==> config.mk <==
export PLATFORM = sky130hd
export DESIGN_NAME = board_dump_tx
export DESIGN_NICKNAME = d
export VERILOG_FILES = /design/src/rtl/board_dump_tx_pkg.sv /design/src/rtl/board_dump_tx_row_packer.sv /design/src/rtl/board_dump_tx.sv
export SDC_FILE = /design/constraint.sdc
export NUM_CORES = 1
export LEC_CHECK = 0
export CORE_ASPECT_RATIO = 1.1
export CORE_MARGIN = 2
export CORE_UTILIZATION = 45
export CTS_CLUSTER_SIZE = 24
export DETAILED_ROUTE_END_ITERATION = 16
export GPL_ROUTABILITY_DRIVEN = 0
export PLACE_DENSITY = 0.73
export RECOVER_POWER = 50
export SETUP_SLACK_MARGIN = 0.15
export SYNTH_ARGS = -nofsm -noshare
export SYNTH_HDL_FRONTEND = slang
export SYNTH_SLANG_ARGS = --single-unit
==> constraint.sdc <==
create_clock -name clk_in -period 2.6 [get_ports clk_in]
set_input_delay 0.78 -clock clk_in [delete_from_list [all_inputs] [get_ports clk_in]]
set_output_delay 0.78 -clock clk_in [all_outputs]
set_load 0.1 [all_outputs]
==> src/rtl/board_dump_tx_pkg.sv <==
// Shared types for the board dump reader.
// Raster coordinate widths, dump FSM encoding and stream constants.
package board_dump_tx_pkg;

  localparam int BOARD_SIZE     = 64;
  localparam int LOG_BOARD_SIZE = 6;
  localparam int HCOUNT_WIDTH   = 11;
  localparam int VCOUNT_WIDTH   = 10;

  typedef logic [HCOUNT_WIDTH-1:0] hcount_t;
  typedef logic [VCOUNT_WIDTH-1:0] vcount_t;

  typedef enum logic [2:0] {
    IDLE,
    HEADER,
    WAIT_ROW,
    CAPTURE,
    SEND,
    DONE
  } dump_state_t;

  localparam logic [7:0] DUMP_HEADER = 8'hA5;
  localparam int DUMP_BYTES_PER_ROW  = BOARD_SIZE / 8;

  function automatic int idx_bits(input int nbytes);
    return (nbytes > 1) ? $clog2(nbytes) : 1;
  endfunction

  function automatic int pos_bits(input int n);
    return (n > 1) ? $clog2(n) : 1;
  endfunction

endpackage

==> src/rtl/board_dump_tx_row_packer.sv <==
// One-row snapshot buffer: single-bit writes by x position,
// byte reads by byte index with bit 0 holding the lowest x.
module row_packer
  import board_dump_tx_pkg::*;
#(
  parameter int BOARD_W = 16,
  parameter int IDX_W   = 1
) (
  input  logic                        clk_in,
  input  logic                        rst_n_in,
  input  logic                        wr_en_in,
  input  logic [pos_bits(BOARD_W)-1:0] wr_idx_in,
  input  logic                        wr_bit_in,
  input  logic [IDX_W-1:0]            rd_idx_in,
  output logic [7:0]                  rd_byte_out
);

  localparam int NBYTES = BOARD_W / 8;

  logic [BOARD_W-1:0] rowbuf_q;
  logic [BOARD_W-1:0] rowbuf_d;

  always_comb begin
    rowbuf_d = rowbuf_q;
    if (wr_en_in) begin
      rowbuf_d[wr_idx_in] = wr_bit_in;
    end
  end

  always_comb begin
    rd_byte_out = '0;
    for (int k = 0; k < NBYTES; k++) begin
      if (rd_idx_in == IDX_W'(k)) begin
        rd_byte_out = rowbuf_q[k*8 +: 8];
      end
    end
  end

  always_ff @(posedge clk_in or negedge rst_n_in) begin
    if (!rst_n_in) begin
      rowbuf_q <= '0;
    end else begin
      rowbuf_q <= rowbuf_d;
    end
  end

endmodule

==> src/rtl/board_dump_tx.sv <==
// Board snapshot dumper: captures one raster row per pass and streams it
// as bytes behind a header, holding evolution frozen while busy.
module board_dump_tx
  import board_dump_tx_pkg::*;
#(
  parameter int         BOARD_W     = BOARD_SIZE,
  parameter logic [7:0] HEADER_BYTE = DUMP_HEADER
) (
  input  logic                    clk_in,
  input  logic                    rst_n_in,
  input  logic                    start_in,
  input  logic [HCOUNT_WIDTH-1:0] hcount_in,
  input  logic [VCOUNT_WIDTH-1:0] vcount_in,
  input  logic                    alive_in,
  input  logic                    byte_ready_in,
  output logic [7:0]              byte_out,
  output logic                    byte_valid_out,
  output logic                    busy_out,
  output logic                    hold_out,
  output logic                    done_out
);

  localparam int NBYTES = BOARD_W / 8;
  localparam int IDX_W  = idx_bits(NBYTES);
  localparam int ROW_W  = pos_bits(BOARD_W);

  dump_state_t state_q, state_d;
  logic [ROW_W-1:0] row_q, row_d;
  logic [IDX_W-1:0] idx_q, idx_d;
  logic valid_q, valid_d;
  logic busy_q, busy_d;
  logic done_q, done_d;

  logic xfer;
  logic row_hit;
  logic on_board;
  logic wr_en;
  logic [7:0] pk_byte;

  row_packer #(
    .BOARD_W (BOARD_W),
    .IDX_W   (IDX_W)
  ) u_packer (
    .clk_in      (clk_in),
    .rst_n_in    (rst_n_in),
    .wr_en_in    (wr_en),
    .wr_idx_in   (hcount_in[ROW_W-1:0]),
    .wr_bit_in   (alive_in),
    .rd_idx_in   (idx_q),
    .rd_byte_out (pk_byte)
  );

  always_comb begin
    state_d  = state_q;
    row_d    = row_q;
    idx_d    = idx_q;
    wr_en    = 1'b0;
    xfer     = valid_q && byte_ready_in;
    row_hit  = (vcount_in == vcount_t'(row_q));
    on_board = (hcount_in < hcount_t'(BOARD_W));
    unique case (state_q)
      IDLE: begin
        if (start_in) state_d = HEADER;
      end
      HEADER: begin
        if (xfer) begin
          state_d = WAIT_ROW;
          row_d   = '0;
        end
      end
      // Only a column-0 hit starts a capture, so the row is never partial.
      WAIT_ROW: begin
        if (row_hit && hcount_in == '0) begin
          wr_en   = 1'b1;
          state_d = CAPTURE;
        end
      end
      CAPTURE: begin
        if (row_hit && on_board) begin
          wr_en = 1'b1;
          if (hcount_in == hcount_t'(BOARD_W - 1)) begin
            state_d = SEND;
            idx_d   = '0;
          end
        end
      end
      SEND: begin
        if (xfer) begin
          if (idx_q != IDX_W'(NBYTES - 1)) begin
            idx_d = idx_q + 1'b1;
          end else if (row_q == ROW_W'(BOARD_W - 1)) begin
            state_d = DONE;
          end else begin
            row_d   = row_q + 1'b1;
            state_d = WAIT_ROW;
          end
        end
      end
      DONE: begin
        state_d = IDLE;
      end
      default: begin
        state_d = IDLE;
      end
    endcase
    valid_d = (state_d == HEADER) || (state_d == SEND);
    busy_d  = (state_d != IDLE);
    done_d  = (state_d == DONE);
  end

  always_ff @(posedge clk_in or negedge rst_n_in) begin
    if (!rst_n_in) begin
      state_q <= IDLE;
      row_q   <= '0;
      idx_q   <= '0;
      valid_q <= 1'b0;
      busy_q  <= 1'b0;
      done_q  <= 1'b0;
    end else begin
      state_q <= state_d;
      row_q   <= row_d;
      idx_q   <= idx_d;
      valid_q <= valid_d;
      busy_q  <= busy_d;
      done_q  <= done_d;
    end
  end

  // Byte mux only looks at flops, so it is steady across a stall.
  always_comb begin
    byte_out = 8'h00;
    if (state_q == HEADER) begin
      byte_out = HEADER_BYTE;
    end else if (state_q == SEND) begin
      byte_out = pk_byte;
    end
  end

  assign byte_valid_out = valid_q;
  assign busy_out       = busy_q;
  assign hold_out       = busy_q;
  assign done_out       = done_q;

endmodule
==> flow_summary.yaml, run 1 <==
place:
  post-place-cells: 652
  hpwl_um: 9512
  dp_slack_ns: -0.3396
  port_buffers: 37
timing:
  tightestPinTransition_ns: 1.053
  slew_headroom_pct: 29.82
  fin_setup_tns_ns: -3.088
  fin_crit_ns: 3.008
  setup_viol_count_final: 8
  worst_clock_skew_ns: 0.01089
  fmax_mhz: 332.4
  fin_crit_sh_pct: 115.7
  hold_violations: 0
  rsz0062_at_grt: "true"
  setup_ws_ns: -0.4083
  slew_viol_final: 0
synthesis:
  synth-seq-area-share_pct: 42.54
  syn_nets: 505
  synthFlopType: "dfrtp_1"
  syn_inst: 472
  ys_seq_elements: 79
  ys_types: 52
  netlist_area_sq_mm: 0.004647
  yosysWarnings: 0
  synth-async-reset-ratio_pct: 100.0
  synth_area_per_cell_sq_um: 9.845
  synth-edff-count: 0
clocking:
  cts_tree: "done"
  cts_max_path_buffers: 2
  worstSkewPairLatency_ns: 0.36
  htreeDepth: 3
  cts_root_buf: "clkbuf_8"
  hold_buffers: 0
  cts_buffers: 9
  clkSinkCount: 79
  cts.clk_slew.worst_paths_ns: 0.08
power_and_ir_drop:
  power.leakage_nw: 2.835
  power_density_mw_per_mm2: 541.1
  power.total_w: 0.003514
  max-vdd-ir-drop_mv: 0.3954
critical_path:
  r2r_setup_slack_ns: 0.33
  cp.arrival_ns: 2.23
  path_max_fanout: 6
  critPathRequiredTime_ns: 1.82
  reg2reg_depth: 6
  r2r_end: "u_packer.rowbuf_q[20]$_DFFE_PN0P_"
  r2r_start: "row_q[0]$_DFFE_PN0P_"
  timing.critical_path.from: "idx_q[1]$_DFFE_PN0P_"
  criticalPathCategory: "reg2out"
  worstSetupEndpointType: "primary output"
  worst_setup_path_start_kind: "flop"
detailed_routing:
  finalWirelength_um: 13960
  dr.first_iter.drc_count: 309
  dr.pass1.iters: 5
  wl_per_cell_um: 20.62
  ant_nets: 0
  vias: 4191
  vias_per_cell: 6.191
  drc_errors: 0
floorplanning:
  fp-row-count: 38
  start_util_pct: 46.76
  io_pins: 38
  die_w_um: 100.9
  coreArea_sq_mm: 0.009937
  dieHeight_um: 110.6
  fp.dieArea_sq_mm: 0.01116
layout:
  antenna_cells: 0
  nets: 586
  regArea_sq_mm: 0.001978
  nFillCells: 755
  postLayoutCoreUtil_pct: 65.36
  fin_cells: 677
  multiInputGateArea_sq_mm: 0.003000
  layout_common_cells: "dfrtp_1 (78), buf_4 (56), nand2_1 (37)"
  final_common_cell: "dfrtp_1"
  drive_gt1_share_pct: 36.45
  areaGrowthSynthToFinish_pct: 39.77
run:
  maxCapViolCount: 0
global_routing:
  grt_util_all_layers_pct: 24.00
  grt_max_degree: 65
  grt_pass1_vias: 4238
  antenna_found_initial: 0
  grt-ovfl-total: 0
  grt_pass1_wl_um: 20910
outcome:
  status: "complete, but fails checks"
  violations: "negative setup slack"
hold_path:
  whs_endpoint: "u_packer.rowbuf_q[17]$_DFFE_PN0P_"
  hp-class: "reg2reg"
  worstHoldPathCells: 1
  min_from: "u_packer.rowbuf_q[17]$_DFFE_PN0P_"
worst max path at each step:
stage | to | slack, ns | cells after the start
finish | byte_out[3] | -0.41 | 10
global route | byte_out[3] | -0.46 | 10
CTS | byte_out[7] | -0.43 | 7
detailed placement | u_packer.rowbuf_q[36]$_DFFE_PN0P_ | -0.34 | 7
global placement | u_packer.rowbuf_q[20]$_DFFE_PN0P_ | -0.27 | 7
floorplan | byte_out[4] | -0.05 | 8
area by class of cell:
cell class                      count  share of cell area [%]
Clock buffer                       10                   1.965
Inverter                           13                   1.098
Multi-Input combinational cell    346                   46.20
Timing Repair Buffer              104                   16.34
Tap cell                          120                   2.312
Sequential cell                    79                   30.46
Clock inverter                      5                   1.637
flip-flops by register name, summed over array words and instances, names as in the netlist:
register           cells
u_packer.rowbuf_q     64
state_q                3
row_q                  6
busy_out               1
done_out               1
idx_q                  3
byte_valid_out         1
through the flow:
step | cell area [sq um] | hold slack, ns
final | 6495 | 0.4947
after global routing | 6495 | 0.5125
after CTS | 6241 | 0.4151
after detailed placement | 5874 | 0.4744
after global placement | 5874 | 0.4674
after floorplan | 4987 | 0.4551
metal layers:
metal | part of all wire [%] | vias to the layer above | GRT usage, %
met1 | 41 | 2113 | 30.47
met3 | 5.5 | 34 | 4.494
li1 | - | 1887 | -
met2 | 50 | 157 | 39.47
met5 | 0 | - | 0
met4 | 3.5 | 0 | 10.63
worst max-delay path, stage by stage (launching register included):
cell     delay (ns)
dfrtp_1        0.42
buf_6          0.14
ha_4           0.16
ha_4           0.19
buf_12         0.13
nor2_4         0.12
a21oi_1        0.11
a21oi_2        0.15
o22ai_2        0.11
a21oi_4        0.16
buf_12         0.19
cells in the mapped netlist (2+ instances only):
library cell	instances	area, sq um
dfrtp_1	79	1977
o21ai_0	13	65.06
a22oi_1	4	30.03
nor2b_1	10	62.56
and3_1	5	31.28
nor3_1	4	20.02
and2_1	12	75.07
nor3b_1	8	60.06
nand2_1	39	146.4
nor4_4	3	63.81
buf_1	4	15.01
or2_2	4	25.02
and4_1	2	17.52
nand3_1	15	75.07
mux2_2	20	225.2
mux2_1	43	484.2
buf_2	6	30.03
a221o_1	4	40.04
inv_1	12	45.04
nand4_1	36	225.2
clkbuf_1	23	86.33
nor3b_2	2	25.02
xnor2_1	5	43.79
a21oi_1	34	170.2
xor2_1	5	43.79
and3b_1	2	17.52
a221oi_1	4	35.03
nand2b_1	7	43.79
ha_1	7	87.58
o22ai_1	8	50.05
nor2_1	26	97.59
o221ai_1	4	35.03
o211ai_1	3	22.52
power breakdown:
part | switching (W) | internal, W | total (W) | leakage [nW]
Clock | 0.000474 | 0.000637 | 0.00111 | 0.113
Sequential | 0.0000268 | 0.00126 | 0.00128 | 1.09
Combinational | 0.000698 | 0.000423 | 0.00112 | 1.64
Total | 0.00120 | 0.00232 | 0.00351 | 2.84
timing repair:
item	in CTS	in global routing
buffers inserted	3	4
pin swaps	20	18
endpoints found under the setup margin	51	48
gates cloned	0	3
resized for setup	27	50
kinds of logic (layout without fill, tap and decap cells):
logic type / after synthesis / in the layout / synth area share, %
flops: 79 / 79 / 42.54
simple gates: 184 / 185 / 22.99
buf+inv: 48 / 132 / 4.281
fa+ha+maj: 7 / 7 / 1.885
compound gates: 80 / 80 / 10.93
mux: 64 / 64 / 15.48
xor+xnor: 10 / 10 / 1.885
Power figures use the tool's default switching activity.
==> run 2, diff against run 1 <==
--- a/config.mk
+++ b/config.mk
@@ -10,7 +10,6 @@
 export CORE_UTILIZATION = 45
 export CTS_CLUSTER_SIZE = 24
 export DETAILED_ROUTE_END_ITERATION = 16
-export GPL_ROUTABILITY_DRIVEN = 0
 export PLACE_DENSITY = 0.73
 export RECOVER_POWER = 50
 export SETUP_SLACK_MARGIN = 0.15
==> results of run 2 <==
Same layout as run 1: the final DEF is identical, and so are final timing and power.
==> run 3, diff against run 2 <==
--- a/config.mk
+++ b/config.mk
@@ -5,7 +5,6 @@
 export SDC_FILE = /design/constraint.sdc
 export NUM_CORES = 1
 export LEC_CHECK = 0
-export CORE_ASPECT_RATIO = 1.1
 export CORE_MARGIN = 2
 export CORE_UTILIZATION = 45
 export CTS_CLUSTER_SIZE = 24
==> run 3 against run 2 <==
The flow finishes with violations (max-capacitance violations, max-slew violations, negative setup slack). Cell count is 2.8% higher. Sequential power about the same. Cell area up 0.29%. Flip-flop and latch count unchanged. Clock power shrank 5%. Via count grew 1.7%. Power decreased by 1.9%. Largest power group unchanged.
==> flow_summary.yaml, run 3 (synthesis results as in run 1) <==
power_and_ir_drop:
  max-vdd-ir-drop_mv: 0.5879
  power_density_mw_per_mm2: 529.3
  power.leakage_nw: 2.823
  power.total_w: 0.003448
floorplanning:
  fp.dieArea_sq_mm: 0.01116
  dieHeight_um: 105.6
  start_util_pct: 45.63
  coreArea_sq_mm: 0.01018
  fp-row-count: 37
  die_w_um: 105.6
  io_pins: 38
global_routing:
  grt-ovfl-total: 0
  grt_util_all_layers_pct: 26.45
  grt_max_degree: 65
  antenna_found_initial: 0
  grt_pass1_wl_um: 22950
  grt_pass1_vias: 4401
detailed_routing:
  wl_per_cell_um: 20.85
  vias_per_cell: 6.126
  dr.pass1.iters: 4
  dr.first_iter.drc_count: 312
  finalWirelength_um: 14510
  drc_errors: 0
  ant_nets: 0
  vias: 4264
timing:
  fin_crit_sh_pct: 116.3
  setup_ws_ns: -0.4238
  slew_viol_final: 33
  slew_headroom_pct: -24.44
  fin_crit_ns: 3.024
  tightestPinTransition_ns: 1.867
  timing.hold.ws_ns: 0.4947
  rsz0062_at_grt: "true"
  fmax_mhz: 330.7
  worst_clock_skew_ns: 0.01942
  setup_viol_count_final: 8
  hold_violations: 0
  fin_setup_tns_ns: -3.077
layout:
  largest_register_ffs: 64
  layout_common_cells: "dfrtp_1 (76), buf_4 (52), nand2_1 (39)"
  largestRegisters: "u_packer.rowbuf_q x64, row_q x6"
  nFillCells: 774
  fin_cells: 696
  final_common_cell: "dfrtp_1"
  top_register: "u_packer.rowbuf_q"
  drive_gt1_share_pct: 36.61
  antenna_cells: 0
  areaGrowthSynthToFinish_pct: 40.17
  nets: 588
  final_area_sq_mm: 0.006514
place:
  gp_congestion: 0.8491
  hpwl_um: 9337
  post-place-cells: 662
  place_area_sq_mm: 0.005812
  port_buffers: 37
clocking:
  htreeDepth: 3
  cts_buffers: 9
  cts_root_buf: "clkbuf_8"
  cts.clk_slew.worst_paths_ns: 0.09
  worstSkewPairLatency_ns: 0.37
  hold_buffers: 0
  cts_max_path_buffers: 2
  clkSinkCount: 79
  cts_tree: "done"
critical_path:
  cp.arrival_ns: 2.24
  critPathRequiredTime_ns: 1.82
  path_max_fanout: 6
  criticalPathCategory: "reg2out"
  worst_setup_path_start_kind: "flop"
  worstSetupEndpointType: "primary output"
run:
  maxCapViolCount: 1
outcome:
  violations: "max-capacitance violations, max-slew violations, negative setup slack"
  status: "complete, but fails checks"
hold_path:
  hp-class: "reg2reg"
run 3: cell types whose count changed in the layout (fill, tap and decap cells not counted), moves of 3 or more:
cell / delta
buf_4: -4
clkdlybuf4s50_1: -3
dlygate4sd2_1: +7
dlymetal6s2s_1: -4
run 3: layer usage:
metal	wire length, um	track usage, %	vias to the layer above
li1	-	-	1888
met1	5810	34.22	2102
met2	7138	44.06	226
met3	1041	4.143	48
met4	520	11.28	0
met5	0	0	-
run 3: critical path: stages, from the launching register on:
cell and delay (ns):
dfrtp_2 0.45, buf_6 0.13, ha_4 0.17, ha_4 0.18
a221o_1 0.32, a221oi_2 0.33, o22ai_4 0.12, buf_12 0.19
run 3: cell type report:
type                            instances  area, sq um  share of cell area (%)
Multi-Input combinational cell        346         2977                   45.70
Sequential cell                        79         1981                   30.41
Timing Repair Buffer                  106         1089                   16.71
Tap cell                              136        170.2                   2.612
Clock buffer                           10        137.6                   2.113
Clock inverter                          6        91.34                   1.402
Inverter                               13        68.82                   1.056
run 3: final timing paths:
check,start,endpoint,slack [ns],cells past startpoint
setup reg to reg,row_q[0]$_DFFE_PN0P_,u_packer.rowbuf_q[38]$_DFFE_PN0P_,0.29,7
hold / removal,u_packer.rowbuf_q[19]$_DFFE_PN0P_,u_packer.rowbuf_q[19]$_DFFE_PN0P_,0.49,1
setup / recovery,idx_q[0]$_DFFE_PN0P_,byte_out[2],-0.42,7
max in group asynchronous,rst_n_in,u_packer.rowbuf_q[48]$_DFFE_PN0P_,0.33,2
hold reg to reg,u_packer.rowbuf_q[19]$_DFFE_PN0P_,u_packer.rowbuf_q[19]$_DFFE_PN0P_,0.49,1
min in group asynchronous,rst_n_in,u_packer.rowbuf_q[1]$_DFFE_PN0P_,0.92,1
run 3: per-stage QoR:
stage	utilization [%]	setup slack (ns)
global route	63.96	-0.4755
floorplan	-	-0.04681
detailed placement	57.06	-0.3315
finish	63.96	-0.4238
global placement	57.06	-0.2771
CTS	62.43	-0.4305
run 3: timing repair:
item | 4_1_cts | 5_1_grt
setup buffers | 7 | 5
setup endpoints to repair | 29 | 52
gates resized for setup | 53 | 23
pin swaps | 20 | 12
cloned | 3 | 3
run 3: report_power, final:
group,switching (W),leakage [nW],total [W],internal [W]
combinational,0.000705,1.62,0.00111,0.000406
sequential,0.0000228,1.08,0.00128,0.00126
clock,0.000485,0.117,0.00106,0.000572
